$ cat config.mk
export PLATFORM = sky130hd
export DESIGN_NAME = serial_borrow_subtractor
export DESIGN_NICKNAME = d
export VERILOG_FILES = /design/src/rtl/serial_borrow_subtractor_pkg.sv /design/src/rtl/serial_borrow_subtractor_fs.sv /design/src/rtl/serial_borrow_subtractor.sv
export SDC_FILE = /design/constraint.sdc
export NUM_CORES = 1
export LEC_CHECK = 0
export BUFFER_PORTS_ARGS = -buffer_cell sky130_fd_sc_hd__buf_2
export CAP_MARGIN = 10
export CORE_ASPECT_RATIO = 1.5
export CORE_MARGIN = 4
export CORE_UTILIZATION = 44
export CTS_BUF_LIST = sky130_fd_sc_hd__clkbuf_8
export DETAILED_ROUTE_END_ITERATION = 10
export PLACE_DENSITY = 0.63
export SLEW_MARGIN = 40
export SYNTH_ARGS = -nofsm -noshare
export SYNTH_HDL_FRONTEND = slang
export SYNTH_SLANG_ARGS = --single-unit
$ cat constraint.sdc
create_clock -name clk -period 1.4 [get_ports clk]
set_input_delay 0.14 -clock clk [delete_from_list [all_inputs] [get_ports clk]]
set_output_delay 0.14 -clock clk [all_outputs]
set_load 0.005 [all_outputs]
$ cat src/rtl/serial_borrow_subtractor_pkg.sv
// Shared types for the serial borrow subtractor.
// State encoding and the default operand width.
package arith_pkg;

  typedef enum logic [1:0] {
    IDLE = 2'd0,
    RUN  = 2'd1,
    DONE = 2'd2
  } state_t;

  localparam int DEFAULT_W = 4;

endpackage

$ cat src/rtl/serial_borrow_subtractor_fs.sv
// One-bit full subtractor cell: d = a - b - bin.
// Purely combinational; bout is the borrow out.
module full_subtractor (
  input  logic a,
  input  logic b,
  input  logic bin,
  output logic d,
  output logic bout
);

  // difference bit and borrow out
  always_comb begin
    d    = a ^ b ^ bin;
    bout = (~a & b) | (~(a ^ b) & bin);
  end

endmodule

$ cat src/rtl/serial_borrow_subtractor.sv
// Bit-serial subtractor, diff = a - b, LSB first.
// Optional signed overflow output: SERIAL_SUB_SIGNED_OVF_EN.
module serial_borrow_subtractor
  import arith_pkg::*;
#(
  parameter int W = DEFAULT_W
) (
  input  logic         clk,
  input  logic         rst_n,
  input  logic         start,
  input  logic [W-1:0] a,
  input  logic [W-1:0] b,
  output logic         busy,
  output logic         done,
  output logic [W-1:0] diff,
  output logic         bout
`ifdef SERIAL_SUB_SIGNED_OVF_EN
  ,
  output logic         ovf
`endif
);

  localparam int CW = (W > 1) ? $clog2(W) : 1;

  state_t        state;
  logic [W-1:0]  sa;
  logic [W-1:0]  sb;
  logic [CW-1:0] cnt;
  logic          borrow;
  logic          d;
  logic          borrow_n;
  logic          last;

  // sa doubles as the result register: d enters at the
  // top while minuend bits leave at the bottom, so the
  // minuend sign bit sits in sa[0] on the final step.
  full_subtractor u_fs (
    .a    (sa[0]),
    .b    (sb[0]),
    .bin  (borrow),
    .d    (d),
    .bout (borrow_n)
  );

  assign last = (cnt == CW'(W - 1));

  // FSM, serial datapath and registered outputs
  always_ff @(posedge clk or negedge rst_n) begin
    if (!rst_n) begin
      state  <= IDLE;
      sa     <= '0;
      sb     <= '0;
      cnt    <= '0;
      borrow <= 1'b0;
      busy   <= 1'b0;
      done   <= 1'b0;
      diff   <= '0;
      bout   <= 1'b0;
`ifdef SERIAL_SUB_SIGNED_OVF_EN
      ovf    <= 1'b0;
`endif
    end else begin
      unique case (state)
        IDLE: begin
          if (start) begin
            sa     <= a;
            sb     <= b;
            borrow <= 1'b0;
            cnt    <= '0;
            busy   <= 1'b1;
            state  <= RUN;
          end
        end
        RUN: begin
          sa     <= {d, sa[W-1:1]};
          sb     <= {1'b0, sb[W-1:1]};
          borrow <= borrow_n;
          if (last) begin
            diff  <= {d, sa[W-1:1]};
            bout  <= borrow_n;
`ifdef SERIAL_SUB_SIGNED_OVF_EN
            ovf   <= (sa[0] != sb[0]) && (d != sa[0]);
`endif
            cnt   <= '0;
            busy  <= 1'b0;
            done  <= 1'b1;
            state <= DONE;
          end else begin
            cnt <= cnt + 1'b1;
          end
        end
        DONE: begin
          done  <= 1'b0;
          state <= IDLE;
        end
        default: begin
          state <= IDLE;
        end
      endcase
    end
  end

endmodule

==> metrics.txt <==
NumNets Final=107; Sink Count=20; share of cells above drive strength 1=41.9%; Total Power=2450 uW; Worst setup SP type=flip-flop; Via density=5.50; Leak=0.000513 uW; status=complete, no violations; final hold violation count=0; antenna viol nets, final=0; worst-path maximum fanout=2; reg2reg end=sa[3]; count leader, synth=dfrtp_1; Syn Nets=86; Final HPWL DP=1230 um; hold buffer count at cts=1; Worst Path Required=1550 ps; vias in the first global route=642; Tot GR Track Use=13.7%; synth cell count leaders=dfrtp_1 (20), o21ai_0 (9), nand3b_1 (7), o221a_2 (7), inv_1 (5); GRT Residual Overflow=0; pre-CTS WS=98.4 ps; R2R depth=3; gp weighted congestion=0.704; Post-Route WL=1640 um; initial antenna violation count=0; slew margin rel.=71.2%; CTS tree=done; largest net degree at the start of global routing=21; ant diodes=0; proportion of netlist area held by the largest area contributor=54.0%; clock-pin slew on the worst setup and hold paths=70 ps; Die Width=45.5 um; synth warn=0; first-pass GRT wire length=2900 um; worst vdd ir=0.996 mV; worst hold path type=in2reg; Layout area overhead=17.3%; Crit. Startpoint=sb[0]; Initial DRC Count=11; IO buf count=17; max-cap violation count=0; final worst setup slack=78.7 ps; post-route clock period utilization=94.4%; most common flop cell mapped by yosys=dfrtp_1; Placed Area=0.00102 mm2; Slew @ Worst Pin=431 ps; TritonRoute pass-1 iters=4; DRC errors left=0; Synth Cell Area=927 um2; # H-tree levels=1; die height=64.2 um; #FFs+latches synth=20; Worst setup endpoint=sa[3]; worst r2r src=sb[0]; Num CTS Buffers=3; Post-synth EDFFs=0; Yosys cell types=21; Initial Util=45.7%; CP endpoint kind=flip-flop; crit path DAT=1470 ps; Seq/Total Area, Yosys=54.0%; Async SR Flop Fraction=100%; Reg2Reg Setup Slack=80 ps; post-CTS sizing=0; post-route cell area=0.00109 mm2; area leader, netlist=dfrtp_1; core area=0.00203 mm2; Site Rows=20; worst clock skew=1.46 ps; TNS Setup=0 ps; io pins=18; Avg Cell Area, Syn=12.7 um2; top post-synthesis cells by area=dfrtp_1 (54%), o221a_2 (8.5%), mux2_4 (6.5%), nand3b_1 (5.7%), o21ai_0 (4.9%); total die area=0.00292 mm2; total number of vias=633; DR WL/cell=14.3 um; CTS root buf=clkbuf_8; pwr dens=2250 mW/mm2; Slew Viols, Final=0; Post CTS Setup Buffer Count=0; CTS Buffer Depth=2; FMAX=757 MHz; Final setup viols=0; crit path time final=1320 ps; Clk Latency, worst-skew pair=260 ps; Mapped Cells=73; kind of critical path=reg2reg; unrepaired setup endpoints after global routing=false
## cell families after synthesis
kind of cell    Yosys count  synth area share (%)
compound gates           19                  15.4
fa+ha+maj                 2                  3.51
buf+inv                   9                  5.53
flops                    20                  54.0
mux                       5                  7.56
simple gates             18                  14.0
## flip-flops by register name, indices dropped and copies added, names as in the netlist
| signal | count |
|---|---|
| borrow | 1 |
| bout | 1 |
| busy | 1 |
| cnt | 2 |
| diff | 4 |
| done | 1 |
| sa | 4 |
| sb | 4 |
| state | 2 |
## cell usage in the layout (no fill, tap or decap), types with 2 or more instances in the layout
cell / n
nand2_1: 3
dfrtp_1: 20
nor2_2: 2
nor2_1: 2
mux2_4: 4
o221a_2: 7
o21ai_0: 9
clkbuf_8: 4
buf_4: 2
buf_2: 17
nand3b_1: 7
inv_1: 5
## worst max-delay path, cell delays in order, from the launching register on
cell	delay, ps
dfrtp_1	350
inv_1	60
fa_1	500
o221a_2	300
## how the worst min path moves through the flow
| stage | startpoint | to | slack (ps) | cells after the start |
|---|---|---|---|---|
| 2_1_floorplan | rst_n | borrow | -160 | 0 |
| 3_3_place_gp | rst_n | diff[2] | 110 | 1 |
| 3_5_place_dp | rst_n | bout | 110 | 1 |
| 4_1_cts | b[3] | sb[3] | 130 | 3 |
| 5_1_grt | b[3] | sb[3] | 180 | 3 |
| 6_report | b[3] | sb[3] | 140 | 3 |
## where the power goes
group	internal (uW)	total, uW	switching (uW)
Clock	250	429	179
Sequential	847	1040	189
Combinational	555	981	426
## metal layers
metal	GRT usage, %	up-vias	routed length (um)
met5	0	-	0
met4	9.89	0	56
met3	2.54	5	67
met2	21.0	17	806
met1	16.4	310	712
li1	-	301	-
## stage by stage
stage | util, % | hold WS (ps) | instances
floorplan | - | -156 | 73
global route | 53.6 | 178 | 115
detailed placement | 50.4 | 105 | 110
finish | 53.6 | 135 | 115
CTS | 53.6 | 131 | 115
global placement | 50.4 | 110 | 110
## cell type report
class,instances,area (um2)
fillers,173,940
flip-flops and latches,20,500
multi-input cells,44,375
repair buffers,20,110
clock buffers,4,55.1
well taps,22,27.5
inverters,5,18.8
Note: power is estimated with default switching activity, not from simulation.
